## src/rtl/nic_pkg.sv

```systemverilog
// Shared register map and status-word layout for the NIC FIFO block.
package nic_pkg;

   localparam logic [1:0] ADDR_IN_DATA  = 2'b00;
   localparam logic [1:0] ADDR_IN_STAT  = 2'b01;
   localparam logic [1:0] ADDR_OUT_DATA = 2'b10;
   localparam logic [1:0] ADDR_OUT_STAT = 2'b11;

   // Status bit offsets, counted upward from the packet LSB.
   localparam int ST_NE_FULL = 0;
   localparam int ST_OVF     = 1;
   localparam int ST_ALT     = 2;
   localparam int ST_CNT     = 3;

endpackage

```

## src/rtl/sync_fifo.sv

```systemverilog
// Synchronous FIFO with occupancy count; pushes when full and pops when empty are ignored.
module sync_fifo #(
   parameter int WIDTH = 64,
   parameter int DEPTH = 4,
   localparam int AW = $clog2(DEPTH),
   localparam int CW = AW + 1
) (
   input  logic             clk,
   input  logic             reset,
   input  logic             push,
   input  logic             pop,
   input  logic [WIDTH-1:0] din,
   output logic [WIDTH-1:0] head,
   output logic             full,
   output logic             empty,
   output logic [CW-1:0]    count
);

   logic [WIDTH-1:0] mem [DEPTH];
   logic [AW-1:0]    wr_ptr;
   logic [AW-1:0]    rd_ptr;
   logic             do_push;
   logic             do_pop;

   assign full    = (count == CW'(DEPTH));
   assign empty   = (count == '0);
   assign do_push = push && !full;
   assign do_pop  = pop && !empty;
   assign head    = mem[rd_ptr];

   // DEPTH is a power of two, so pointers wrap naturally.
   always_ff @(posedge clk or posedge reset) begin
      if (reset) begin
         wr_ptr <= '0;
         rd_ptr <= '0;
         count  <= '0;
      end else begin
         if (do_push) wr_ptr <= wr_ptr + 1'b1;
         if (do_pop)  rd_ptr <= rd_ptr + 1'b1;
         case ({do_push, do_pop})
            2'b10:   count <= count + 1'b1;
            2'b01:   count <= count - 1'b1;
            default: count <= count;
         endcase
      end
   end

   always_ff @(posedge clk) begin
      if (do_push) mem[wr_ptr] <= din;
   end

endmodule

```

## src/rtl/nic_fifo.sv

```systemverilog
// NIC between a CPU register port and a router PE port, with DEPTH-entry FIFOs each way,
// polarity-gated injection and sticky overflow flags reported in the status words.
module nic_fifo
   import nic_pkg::*;
#(
   parameter int PACKET_WIDTH = 64,
   parameter int DEPTH        = 4,
   parameter int VC_BIT       = 0
) (
   input  logic                    clk,
   input  logic                    reset,
   input  logic [1:0]              addr,
   input  logic [PACKET_WIDTH-1:0] d_in,
   output logic [PACKET_WIDTH-1:0] d_out,
   input  logic                    nicEn,
   input  logic                    nicEnWR,
   input  logic                    net_si,
   input  logic                    net_ri,
   input  logic [PACKET_WIDTH-1:0] net_di,
   output logic                    net_so,
   output logic                    net_ro,
   output logic [PACKET_WIDTH-1:0] net_do,
   input  logic                    net_polarity
);

   localparam int CW = $clog2(DEPTH) + 1;
   // Packet index i (MSB-first numbering) lives at bit PACKET_WIDTH-1-i.
   localparam int VC_IDX = PACKET_WIDTH - 1 - VC_BIT;

   logic [PACKET_WIDTH-1:0] in_head;
   logic [PACKET_WIDTH-1:0] out_head;
   logic                    in_full;
   logic                    in_empty;
   logic                    out_full;
   logic                    out_empty;
   logic [CW-1:0]           in_count;
   logic [CW-1:0]           out_count;
   logic                    in_ovf;
   logic                    out_ovf;
   logic                    cpu_rd;
   logic                    cpu_wr;
   logic                    in_pop;
   logic                    out_push;
   logic                    inject;

   assign cpu_rd   = nicEn && !nicEnWR;
   assign cpu_wr   = nicEn && nicEnWR;
   assign in_pop   = cpu_rd && (addr == ADDR_IN_DATA);
   assign out_push = cpu_wr && (addr == ADDR_OUT_DATA);
   assign inject   = !out_empty && net_ri && (out_head[VC_IDX] == net_polarity);
   assign net_ro   = !in_full;

   sync_fifo #(.WIDTH(PACKET_WIDTH), .DEPTH(DEPTH)) u_in_fifo (
      .clk   (clk),
      .reset (reset),
      .push  (net_si),
      .pop   (in_pop),
      .din   (net_di),
      .head  (in_head),
      .full  (in_full),
      .empty (in_empty),
      .count (in_count)
   );

   sync_fifo #(.WIDTH(PACKET_WIDTH), .DEPTH(DEPTH)) u_out_fifo (
      .clk   (clk),
      .reset (reset),
      .push  (out_push),
      .pop   (inject),
      .din   (d_in),
      .head  (out_head),
      .full  (out_full),
      .empty (out_empty),
      .count (out_count)
   );

   function automatic logic [PACKET_WIDTH-1:0] status_word(input logic b_lsb, input logic b_ovf,
                                                           input logic b_alt, input logic [CW-1:0] cnt);
      logic [PACKET_WIDTH-1:0] s;
      s               = '0;
      s[ST_NE_FULL]   = b_lsb;
      s[ST_OVF]       = b_ovf;
      s[ST_ALT]       = b_alt;
      s[ST_CNT +: CW] = cnt;
      return s;
   endfunction

   // A new overflow on the same edge as a status read keeps the flag set.
   always_ff @(posedge clk or posedge reset) begin
      if (reset) begin
         in_ovf  <= 1'b0;
         out_ovf <= 1'b0;
      end else begin
         if (net_si && in_full)                        in_ovf <= 1'b1;
         else if (cpu_rd && (addr == ADDR_IN_STAT))    in_ovf <= 1'b0;
         if (out_push && out_full)                     out_ovf <= 1'b1;
         else if (cpu_rd && (addr == ADDR_OUT_STAT))   out_ovf <= 1'b0;
      end
   end

   always_ff @(posedge clk or posedge reset) begin
      if (reset) begin
         d_out <= '0;
      end else if (cpu_rd) begin
         case (addr)
            ADDR_IN_DATA:  d_out <= in_empty ? '0 : in_head;
            ADDR_IN_STAT:  d_out <= status_word(!in_empty, in_ovf, in_full, in_count);
            ADDR_OUT_STAT: d_out <= status_word(out_full, out_ovf, out_empty, out_count);
            default:       d_out <= '0;
         endcase
      end
   end

   always_ff @(posedge clk or posedge reset) begin
      if (reset) begin
         net_so <= 1'b0;
         net_do <= '0;
      end else begin
         net_so <= inject;
         if (inject) net_do <= out_head;
      end
   end

endmodule

```

## config.mk

```make
export PLATFORM = sky130hd
export DESIGN_NAME = nic_fifo
export DESIGN_NICKNAME = d
export VERILOG_FILES = /design/src/rtl/nic_pkg.sv /design/src/rtl/sync_fifo.sv /design/src/rtl/nic_fifo.sv
export SDC_FILE = /design/constraint.sdc
export NUM_CORES = 1
export LEC_CHECK = 0
export ABC_AREA = 0
export BUFFER_PORTS_ARGS = -buffer_cell sky130_fd_sc_hd__buf_2
export CAP_MARGIN = 20
export CORE_UTILIZATION = 58
export DETAILED_ROUTE_END_ITERATION = 12
export PLACE_DENSITY = 0.84
export SYNTH_ARGS = -nofsm -noshare
export SYNTH_HDL_FRONTEND = slang
export SYNTH_SLANG_ARGS = --single-unit
```

## constraint.sdc

```tcl
create_clock -name clk -period 6.1 [get_ports clk]
set_clock_uncertainty 0.05 [all_clocks]
set_input_delay 1.22 -clock clk [delete_from_list [all_inputs] [get_ports clk]]
set_output_delay 1.22 -clock clk [all_outputs]
set_load 0.02 [all_outputs]
```

==> results of run 1 <==
[through the flow]
step           power, W  hold WS, ns
2_1_floorplan   0.00851        0.415
3_3_place_gp    0.00938        0.403
3_5_place_dp    0.00951        0.407
4_1_cts          0.0134        0.422
5_1_grt          0.0138        0.447
6_report         0.0133        0.417
[power by group through the flow]
stage | logic [W] | registers, W | clock network, W
2_1_floorplan | 0.00213 | 0.00638 | 0
3_3_place_gp | 0.00324 | 0.00615 | 0
3_5_place_dp | 0.00332 | 0.00619 | 0
4_1_cts | 0.00335 | 0.00612 | 0.00394
5_1_grt | 0.00353 | 0.00619 | 0.00410
6_report | 0.00330 | 0.00611 | 0.00386
[flip-flops by register name, indices dropped and copies added, names as in the netlist]
register	flops
u_in_fifo.rd_ptr	2
u_in_fifo.mem	256
u_out_fifo.count	3
out_ovf	1
in_ovf	1
net_so	1
net_do	64
u_out_fifo.mem	256
u_out_fifo.rd_ptr	2
u_in_fifo.wr_ptr	2
u_out_fifo.wr_ptr	2
u_in_fifo.count	3
d_out	64
[logic make-up (layout without fill, tap and decap cells)]
logic type	after synthesis	after routing	synth area share, %
buffers and inverters	74	416	1.35
other	0	6	0
XOR/XNOR	14	14	0.501
AO/OA/AOI/OAI	21	21	0.557
AND/OR/NAND/NOR	210	210	3.77
adder cells (fa/ha/maj)	12	12	0.675
flip-flops	657	657	77.7
multiplexers	199	199	15.5
[final cells by class]
class / count / area share [%]
antenna: 6 / 0.0528
clock buffer: 96 / 6.56
clock inverter: 26 / 0.726
inverter: 15 / 0.215
multi-input combinational: 456 / 18.2
sequential: 657 / 66.8
tap: 532 / 2.34
timing repair buffer: 279 / 5.09
[per-layer routing]
| layer | up-vias | global-route usage [%] | wire length, um |
|---|---|---|---|
| met5 | - | 0 | 67 |
| met4 | 10 | 7.44 | 1040 |
| met3 | 96 | 5.81 | 3470 |
| met2 | 477 | 39.3 | 25100 |
| met1 | 6392 | 29.8 | 19100 |
| li1 | 5256 | - | - |
[cells in the final DEF, fill, tap and decap left out, types with 2 or more instances in the layout]
cell,netlist,final
dfrtp_2,0,2
diode_2,0,6
nand3_1,58,58
mux2i_1,4,4
mux4_2,128,128
and3_2,0,4
inv_1,15,14
nand2b_1,3,2
a21oi_1,4,4
inv_6,0,6
xor2_1,5,5
dfrtp_4,0,2
a41oi_1,2,2
clkbuf_8,0,6
nand2_1,122,121
xnor2_1,9,9
mux2_1,7,7
mux2_2,30,30
clkinv_1,0,8
and3_1,6,2
dfrtp_1,145,141
clkbuf_16,0,68
nor2_1,10,10
fa_1,2,2
bufinv_16,0,2
and2_4,0,4
a221oi_1,3,3
clkbuf_1,32,22
ha_1,10,10
o21ai_0,7,7
buf_4,0,12
edfxtp_1,512,512
buf_2,12,266
a22oi_1,2,2
clkinv_2,0,8
mux2_4,30,30
[worst max-delay path by stage]
stage                                                 end  slack (ns)  cells after the start
after floorplan                      d_out[0]$_DFFE_PP0N_        0.94                      1
after global placement    u_out_fifo.count[2]$_DFFE_PP0P_        2.31                     10
after detailed placement  u_out_fifo.count[2]$_DFFE_PP0P_        2.11                     10
after CTS                 u_out_fifo.count[2]$_DFFE_PP0P_        2.10                     10
after global routing      u_out_fifo.count[2]$_DFFE_PP0P_        2.51                     10
final                     u_out_fifo.count[2]$_DFFE_PP0P_        2.73                     10
[worst max-delay path: cells and delay by family, from the launching register on]
kind / cells / cell delay, ns
and+or+nand+nor: 2 / 0.30
adders and majority gates: 2 / 0.56
muxes: 1 / 0.63
DFF: 1 / 0.86
xor gates and xnor gates: 3 / 0.65
buffers and inverters: 2 / 0.16
==> results.py, run 1 <==
metrics = {
    "min_path": {
        "worstHoldStart": "d_out[20]$_DFFE_PP0N_",
        "hold_path.class": "flop to flop",
        "min_path_cells": 2,
        "min_to": "d_out[20]$_DFFE_PP0N_",
    },
    "setup_path": {
        "rr_startpoint": "u_out_fifo.rd_ptr[0]$_DFFE_PP0P_",
        "r2r_cells": 10,
        "cp-start-kind": "flop",
        "critPathRequiredTime_ns": 6.50,
        "reg2reg_slack_ns": 2.73,
        "max_stage_delay_ns": 0.86,
        "reg2reg_to": "u_out_fifo.count[2]$_DFFE_PP0P_",
        "cp_max_fo": 32,
        "crit_start": "u_out_fifo.rd_ptr[0]$_DFFE_PP0P_",
        "cp_slowest_cell": "dfrtp_4",
        "cp_cell_sequence": "mux4_2, xnor2_1, nand2_4, inv_1, ha_1, inv_1, fa_1, xor2_1, nor2_1, xor2_1",
        "endpoint_kind": "flop",
        "critical_path_class": "flop to flop",
        "cp.arrival_ns": 3.76,
    },
    "drt": {
        "drt_iter0_markers": 828,
        "first_pass_iters": 5,
        "drc": 0,
        "via_per_inst": 5.92,
        "wl_per_cell_um": 23.6,
        "num_vias": 12231,
        "antenna_left": 0,
        "wl_um": 48800,
    },
    "place": {
        "dp_slack_ns": 2.11,
        "dp.cells": 1938,
        "dpl.hpwl_um": 27300,
        "place_congestion": 0.726,
        "io_buffers": 266,
        "placed_area_mm2": 0.0263,
    },
    "sta": {
        "max_slew.worst_pin.slew_ns": 1.01,
        "setup_slack_ns": 2.73,
        "finalCritPeriodShare_pct": 55.2,
        "min_period_ns": 3.37,
        "drv_slew": 0,
        "slew_headroom_pct": 32.7,
        "setup_viol_count_final": 0,
        "fmax_ghz": 0.297,
        "setup_tns_ns": 0,
        "hold_viol_final": 0,
        "rsz0062_at_grt": "false",
    },
    "clock_tree": {
        "numCtsBuffers": 67,
        "path_clk_slew_ns": 0.06,
        "clkLatencyLatePin_ns": 0.59,
        "ctsHoldBuffers": 0,
        "htree_levels": 3,
        "postCtsResizedCells": 0,
        "cts_tree": "done",
        "clockRootBuffer": "clkbuf_16",
        "cts_buffer_depth": 3,
        "cts.sink_count": 657,
        "cts_setup_buffers": 0,
    },
    "finish": {
        "final_cells": 2067,
        "syn_to_final_growth_pct": 16.3,
        "drive_above_1_share_pct": 37.9,
        "fin_area_mm2": 0.0285,
        "multi_input_area_mm2": 0.00517,
        "n_fill_cell": 2492,
        "post-route-util_pct": 69.1,
        "finalNetCount": 1625,
        "seqCellArea_mm2": 0.0190,
    },
    "pwr": {
        "p_switching_w": 0.00383,
        "p_seq_share_pct": 46.0,
        "power_leakage_nw": 10.8,
        "internal_power_w": 0.00944,
        "comb_power_share_pct": 24.9,
        "cellPowerDensity_mw_per_mm2": 466,
        "ir_worst_vdd_mv": 0.318,
        "p_sw_share_pct": 28.8,
        "clockPowerShare_pct": 29.1,
    },
    "synthesis": {
        "syn_avg_cell_area_um2": 20.6,
        "yosysMostFrequentCell": "edfxtp_1",
        "synth_top_area_share_pct": 62.8,
        "syn_area_mm2": 0.0245,
        "yosys.cell_types.count": 36,
        "synth_common_cells": "edfxtp_1 (512), dfrtp_1 (145), mux4_2 (128), nand2_1 (122), nand3_1 (58)",
        "yosysWarnings": 0,
        "synth_ff_type": "edfxtp_1",
        "synth.area.top_cells": "edfxtp_1 (63%), dfrtp_1 (15%), mux4_2 (12%), nand2_1 (1.9%), mux2_4 (1.8%)",
        "netlist_instances": 1187,
        "synth_area_leader_cell": "edfxtp_1",
        "synth-edff-count": 512,
        "ys_seq_area_share_pct": 77.7,
        "ys_async_sr_fraction_pct": 22.1,
        "ys_ff_latch": 657,
        "synth_nets": 1336,
    },
    "die": {
        "die_h_um": 207,
        "rows": 74,
        "ios": 267,
        "die_area_mm2": 0.0430,
        "start_util_pct": 59.4,
        "die_w_um": 207,
        "core_area_mm2": 0.0412,
    },
    "run": {
        "drv_cap": 0,
    },
    "global_route": {
        "grt_max_degree": 98,
        "grt_overflow_total": 0,
        "grtUsageTotal_pct": 23.2,
        "antenna_found_initial": 7,
        "grt_pass1_wl_um": 74800,
        "grt_pass1_vias": 12901,
    },
    "run_status": {
        "outcome": "completed",
    },
}
No activity file was read; power rests on OpenSTA's default activity.
==> run 2, diff against run 1 <==
Settings changed: CORE_UTILIZATION 58 to 53, PLACE_DENSITY 0.84 to 0.81.
Clock period 6.1 ns to 2.8 ns, I/O delays scaled along.
==> results.py, run 2 (synthesis gave the netlist of run 1 again) <==
metrics = {
    "drt": {
        "num_vias": 12174,
        "antenna_left": 0,
        "first_pass_iters": 7,
        "wl_per_cell_um": 22.9,
        "drt_iter0_markers": 936,
        "drc": 0,
        "wl_um": 49300,
        "via_per_inst": 5.65,
    },
    "pwr": {
        "ir_worst_vdd_mv": 0.808,
        "cellPowerDensity_mw_per_mm2": 1010,
        "power_w": 0.0295,
        "power_leakage_nw": 11.0,
    },
    "sta": {
        "slew_headroom_pct": 32.2,
        "whs_ns": 0.0977,
        "max_slew.worst_pin.slew_ns": 1.02,
        "min_period_ns": 2.61,
        "setup_viol_count_final": 0,
        "fmax_ghz": 0.384,
        "finalCritPeriodShare_pct": 93.1,
        "drv_slew": 0,
        "rsz0062_at_grt": "false",
        "hold_viol_final": 0,
        "setup_tns_ns": 0,
    },
    "place": {
        "dpl.hpwl_um": 28900,
        "placed_area_mm2": 0.0269,
        "io_buffers": 266,
        "place_congestion": 0.737,
    },
    "setup_path": {
        "critical_path_class": "flop to flop",
        "rr_startpoint": "u_out_fifo.rd_ptr[0]$_DFFE_PP0P_",
        "endpoint_kind": "flop",
        "cp_cell_sequence": "mux4_2, xnor2_1, nand2_4, inv_1, ha_1, inv_1, fa_1, xor2_1, nor2_1, xor2_1",
        "reg2reg_slack_ns": 0.19,
        "critPathRequiredTime_ns": 3.31,
        "cp.arrival_ns": 3.11,
        "r2r_cells": 10,
        "max_stage_delay_ns": 0.55,
        "cp_slowest_cell": "mux4_2",
        "cp-start-kind": "flop",
        "cp_max_fo": 3,
        "path_delay_family": "XOR/XNOR gates",
        "reg2reg_to": "u_out_fifo.count[2]$_DFFE_PP0P_",
        "crit_buf_inv": 2,
    },
    "global_route": {
        "grt_overflow_total": 0,
        "met1_usage_pct": 28.1,
        "busiest_layer": "met2",
        "use_met2_pct": 35.9,
        "grt_pass1_wl_um": 75400,
        "antenna_found_initial": 13,
        "grt_max_degree": 67,
        "use_met3_pct": 5.10,
        "grt_pass1_vias": 12807,
        "grtUsageTotal_pct": 21.3,
    },
    "die": {
        "core_area_mm2": 0.0455,
        "ios": 267,
        "rows": 78,
        "die_h_um": 217,
        "start_util_pct": 53.8,
        "die_w_um": 217,
        "die_area_mm2": 0.0470,
    },
    "finish": {
        "post-route-util_pct": 64.1,
        "syn_to_final_growth_pct": 19.1,
        "biggestRegsByFlops": "u_in_fifo.mem (256), u_out_fifo.mem (256)",
        "final_cell_mix": "edfxtp_1 (512), buf_2 (266), dfrtp_1 (141)",
        "finalNetCount": 1644,
        "drive_above_1_share_pct": 39.7,
        "fin_area_mm2": 0.0291,
        "final_common_cell": "edfxtp_1",
    },
    "min_path": {
        "min_path_cells": 1,
        "hold_path.class": "input port to flop",
        "worstHoldStart": "net_di[17]",
        "min_to": "u_in_fifo.mem[1][17]$_DFFE_PP_",
    },
    "clock_tree": {
        "clkLatencyLatePin_ns": 0.63,
        "postCtsResizedCells": 0,
        "cts_buffer_depth": 3,
        "clockRootBuffer": "clkbuf_16",
        "cts_setup_buffers": 0,
        "cts_tree": "done",
        "cts.sink_count": 657,
        "htree_levels": 2,
        "numCtsBuffers": 61,
        "path_clk_slew_ns": 0.07,
    },
    "run": {
        "drv_cap": 0,
    },
    "run_status": {
        "outcome": "completed",
    },
}
==> run 2: changes by cell type in the layout (fill, tap and decap cells not counted), moves of 2 or more <==
cell / change
clkinv_1: -6
diode_2: +2
buf_12: +24
clkbuf_16: -5
bufinv_16: +8
inv_6: -4
clkinv_2: +5
clkbuf_1: -12
clkbuf_8: +4
clkinvlp_4: +4
==> run 2: layout make-up <==
cell class                 count  area, um^2
tap                          600         751
fill                        3037       16300
clock buffer                  83        1750
timing repair buffer         304        1920
sequential                   657       19000
clock inverter                33         445
inverter                      15        60.1
multi-input combinational    456        5170
antenna                        8        20.0
==> run 2: worst max-delay path by stage <==
| stage | from | to | slack, ns | cells after the start |
|---|---|---|---|---|
| after floorplan | u_out_fifo.rd_ptr[0]$_DFFE_PP0P_ | u_out_fifo.count[2]$_DFFE_PP0P_ | 0.15 | 13 |
| after global placement | u_out_fifo.rd_ptr[0]$_DFFE_PP0P_ | u_out_fifo.count[2]$_DFFE_PP0P_ | 0.20 | 10 |
| after detailed placement | u_out_fifo.rd_ptr[0]$_DFFE_PP0P_ | u_out_fifo.count[2]$_DFFE_PP0P_ | 0.19 | 10 |
| after CTS | u_out_fifo.rd_ptr[0]$_DFFE_PP0P_ | u_out_fifo.count[2]$_DFFE_PP0P_ | 0.18 | 10 |
| after global routing | u_out_fifo.rd_ptr[0]$_DFFE_PP0P_ | u_out_fifo.count[2]$_DFFE_PP0P_ | 0.04 | 10 |
| final | u_out_fifo.rd_ptr[0]$_DFFE_PP0P_ | u_out_fifo.count[2]$_DFFE_PP0P_ | 0.19 | 10 |
==> run 2: timing repair <==
action / CTS / global route
endpoints found under the hold margin: 16 / 0
endpoints found under the setup margin: 0 / 0
hold buffers: 1 / 0
==> run 2: through the flow <==
stage,setup WS [ns],cells
CTS,0.177,2148
detailed placement,0.186,2031
global placement,0.205,2031
global route,0.0443,2149
floorplan,0.151,1187
finish,0.195,2156
==> run 2: power by group <==
part | internal [W] | switching, W | total (W)
combinational | 0.00357 | 0.00399 | 0.00756
sequential | 0.0123 | 0.000796 | 0.0131
clock | 0.00531 | 0.00354 | 0.00885
==> run 2: layer usage <==
| metal | vias up | routed length (um) | part of all wire, % |
|---|---|---|---|
| li1 | 5297 | - | - |
| met1 | 6349 | 19800 | 40 |
| met2 | 431 | 24800 | 50 |
| met3 | 83 | 3770 | 7.6 |
| met4 | 14 | 935 | 1.9 |
| met5 | - | 82 | 0.17 |
==> run 3, diff against run 2 <==
--- a/config.mk
+++ b/config.mk
@@ -7,3 +7,3 @@
 export LEC_CHECK = 0
-export ABC_AREA = 0
+export ABC_AREA = 1
 export BUFFER_PORTS_ARGS = -buffer_cell sky130_fd_sc_hd__buf_2
==> constraint.sdc (replaced) <==
create_clock -name clk -period 2.8 [get_ports clk]
set_clock_uncertainty 0.05 [all_clocks]
set_input_delay 0.14 -clock clk [delete_from_list [all_inputs] [get_ports clk]]
set_output_delay 0.14 -clock clk [all_outputs]
set_load 0.02 [all_outputs]
==> results.py, run 3 <==
metrics = {
    "sta": {
        "whs_ns": 0.0413,
        "max_slew.worst_pin.slew_ns": 1.07,
        "setup_viol_count_final": 0,
        "drv_slew": 0,
        "setup_slack_ns": 0.401,
        "slew_headroom_pct": 28.4,
        "rsz0062_at_grt": "false",
        "min_period_ns": 2.40,
        "finalCritPeriodShare_pct": 85.7,
        "hold_viol_final": 0,
        "fmax_ghz": 0.417,
    },
    "run_status": {
        "outcome": "completed",
    },
    "global_route": {
        "grt_pass1_vias": 17551,
        "grt_overflow_total": 0,
        "antenna_found_initial": 5,
        "grtUsageTotal_pct": 25.6,
        "grt_max_degree": 132,
        "grt_pass1_wl_um": 93900,
    },
    "drt": {
        "drc": 0,
        "num_vias": 17319,
        "drt_iter0_markers": 1750,
        "first_pass_iters": 8,
        "wl_um": 61900,
        "wl_per_cell_um": 20.3,
        "antenna_left": 0,
        "via_per_inst": 5.67,
    },
    "finish": {
        "post-route-util_pct": 65.8,
        "final_cell_mix": "nand2_1 (558), edfxtp_1 (512), buf_2 (266)",
        "finalNetCount": 2541,
        "final_common_cell": "nand2_1",
        "biggestRegsByFlops": "u_in_fifo.mem (256), u_out_fifo.mem (256)",
        "seqCellArea_mm2": 0.0190,
        "n_fill_cell": 3128,
        "syn_to_final_growth_pct": 22.5,
        "drive_above_1_share_pct": 17.0,
        "multi_input_area_mm2": 0.00540,
    },
    "die": {
        "die_w_um": 219,
        "core_area_mm2": 0.0466,
        "die_h_um": 219,
        "die_area_mm2": 0.0481,
        "start_util_pct": 53.7,
        "ios": 267,
        "rows": 79,
    },
    "setup_path": {
        "critPathRequiredTime_ns": 3.28,
        "cp_max_fo": 103,
        "cp.arrival_ns": 2.88,
        "reg2reg_slack_ns": 0.40,
        "endpoint_kind": "flop",
        "rr_startpoint": "u_out_fifo.rd_ptr[0]$_DFFE_PP0P_",
        "critical_path_class": "flop to flop",
        "cp-start-kind": "flop",
        "crit_start": "u_out_fifo.rd_ptr[0]$_DFFE_PP0P_",
    },
    "min_path": {
        "hold_path.class": "input port to asynchronous set/reset pin",
    },
    "place": {
        "dpl.hpwl_um": 31300,
        "io_buffers": 266,
        "dp_slack_ns": 0.501,
        "place_congestion": 0.789,
    },
    "synthesis": {
        "yosys.cell_types.count": 24,
        "synth-edff-count": 512,
        "ys_ff_latch": 657,
        "syn_area_mm2": 0.0250,
        "netlist_instances": 2007,
        "synth_area_leader_cell": "edfxtp_1",
        "synth_top_area_share_pct": 61.4,
        "synth.area.top_cells": "edfxtp_1 (61%), dfrtp_1 (15%), nand2_1 (8.4%), nand3_1 (5.1%), o21ai_0 (2.7%)",
        "synth_ff_type": "edfxtp_1",
        "yosysMostFrequentCell": "nand2_1",
        "yosysWarnings": 0,
        "synth_common_cells": "nand2_1 (559), edfxtp_1 (512), nand3_1 (256), dfrtp_1 (145), nor2_1 (144)",
        "ys_async_sr_fraction_pct": 22.1,
        "syn_avg_cell_area_um2": 12.5,
        "synth_nets": 2156,
        "ys_seq_area_share_pct": 75.9,
    },
    "clock_tree": {
        "clockRootBuffer": "clkbuf_16",
        "htree_levels": 3,
        "cts.sink_count": 657,
        "cts_buffer_depth": 3,
        "path_clk_slew_ns": 0.06,
        "cts_tree": "done",
        "numCtsBuffers": 67,
        "clkLatencyLatePin_ns": 0.59,
    },
    "pwr": {
        "cellPowerDensity_mw_per_mm2": 995,
        "ir_worst_vdd_mv": 0.781,
        "power_w": 0.0305,
        "power_leakage_nw": 12.4,
    },
    "run": {
        "drv_cap": 0,
    },
}
[run 3: metrics by stage]
| step | area [um^2] | TNS, ns | std cells |
|---|---|---|---|
| global route | 30600 | 0 | 3052 |
| detailed placement | 27100 | 0 | 2794 |
| floorplan | 25100 | -301.48 | 2007 |
| CTS | 30600 | 0 | 3048 |
| global placement | 27100 | 0 | 2794 |
| finish | 30600 | 0 | 3055 |
[run 3: cell families after synthesis]
kind of cell | Yosys count | synth area share [%]
AO/OA/AOI/OAI | 207 | 4.47
XOR/XNOR | 9 | 0.315
adder cells (fa/ha/maj) | 12 | 0.660
buffers and inverters | 156 | 2.76
flip-flops | 657 | 75.9
AND/OR/NAND/NOR | 966 | 15.9
[run 3: final cells by class]
class / instances / share of cell area (%)
Sequential cell: 657 / 62.1
Multi-Input combinational cell: 1194 / 17.6
Timing Repair Buffer: 432 / 10.2
Clock buffer: 92 / 6.15
Tap cell: 607 / 2.48
Clock inverter: 27 / 0.939
Inverter: 40 / 0.515
Antenna cell: 6 / 0.0490
[run 3: path summary, 6_finish.rpt]
| check | endpoint | cells after the start |
|---|---|---|
| min in group clk | u_in_fifo.count[0]$_DFFE_PP0P_ | 5 |
| setup reg to reg | net_do[36]$_DFFE_PP0N_ | 5 |
| setup / recovery | net_do[36]$_DFFE_PP0N_ | 5 |
| hold / removal | u_out_fifo.wr_ptr[0]$_DFFE_PP0P_ | 3 |
| max in group asynchronous | u_in_fifo.rd_ptr[0]$_DFFE_PP0P_ | 4 |
| hold reg to reg | d_out[21]$_DFFE_PP0N_ | 2 |
[run 3: metal layers]
layer / vias to the layer above / part of all wire, % / global-route usage (%)
met5: - / 0.037 / 0
li1: 7798 / - / -
met4: 4 / 2.6 / 11.1
met1: 8500 / 37 / 30.7
met2: 890 / 51 / 44.8
met3: 127 / 9.1 / 5.23
[run 3: where the power goes]
group,leakage (nW),total [W],switching (W),internal (W)
combinational,4.81,0.00861,0.00604,0.00257
sequential,6.50,0.0130,0.000770,0.0122
clock,1.06,0.00885,0.00359,0.00526
total,12.4,0.0305,0.0104,0.0201
[run 3: critical path, cell delays in order, from the launching register on]
cell     delay (ns)
dfrtp_4        0.61
buf_4          0.83
o21ai_0        0.32
o22ai_1        0.24
nand2_1        0.08
nand2_1        0.10
[run 3: repair_timing]
action | 4_1_cts | 5_1_grt
hold buffers | 135 | 0
endpoints found under the hold margin | 550 | 0
gates resized for setup | 0 | 0
setup buffers | 0 | 0
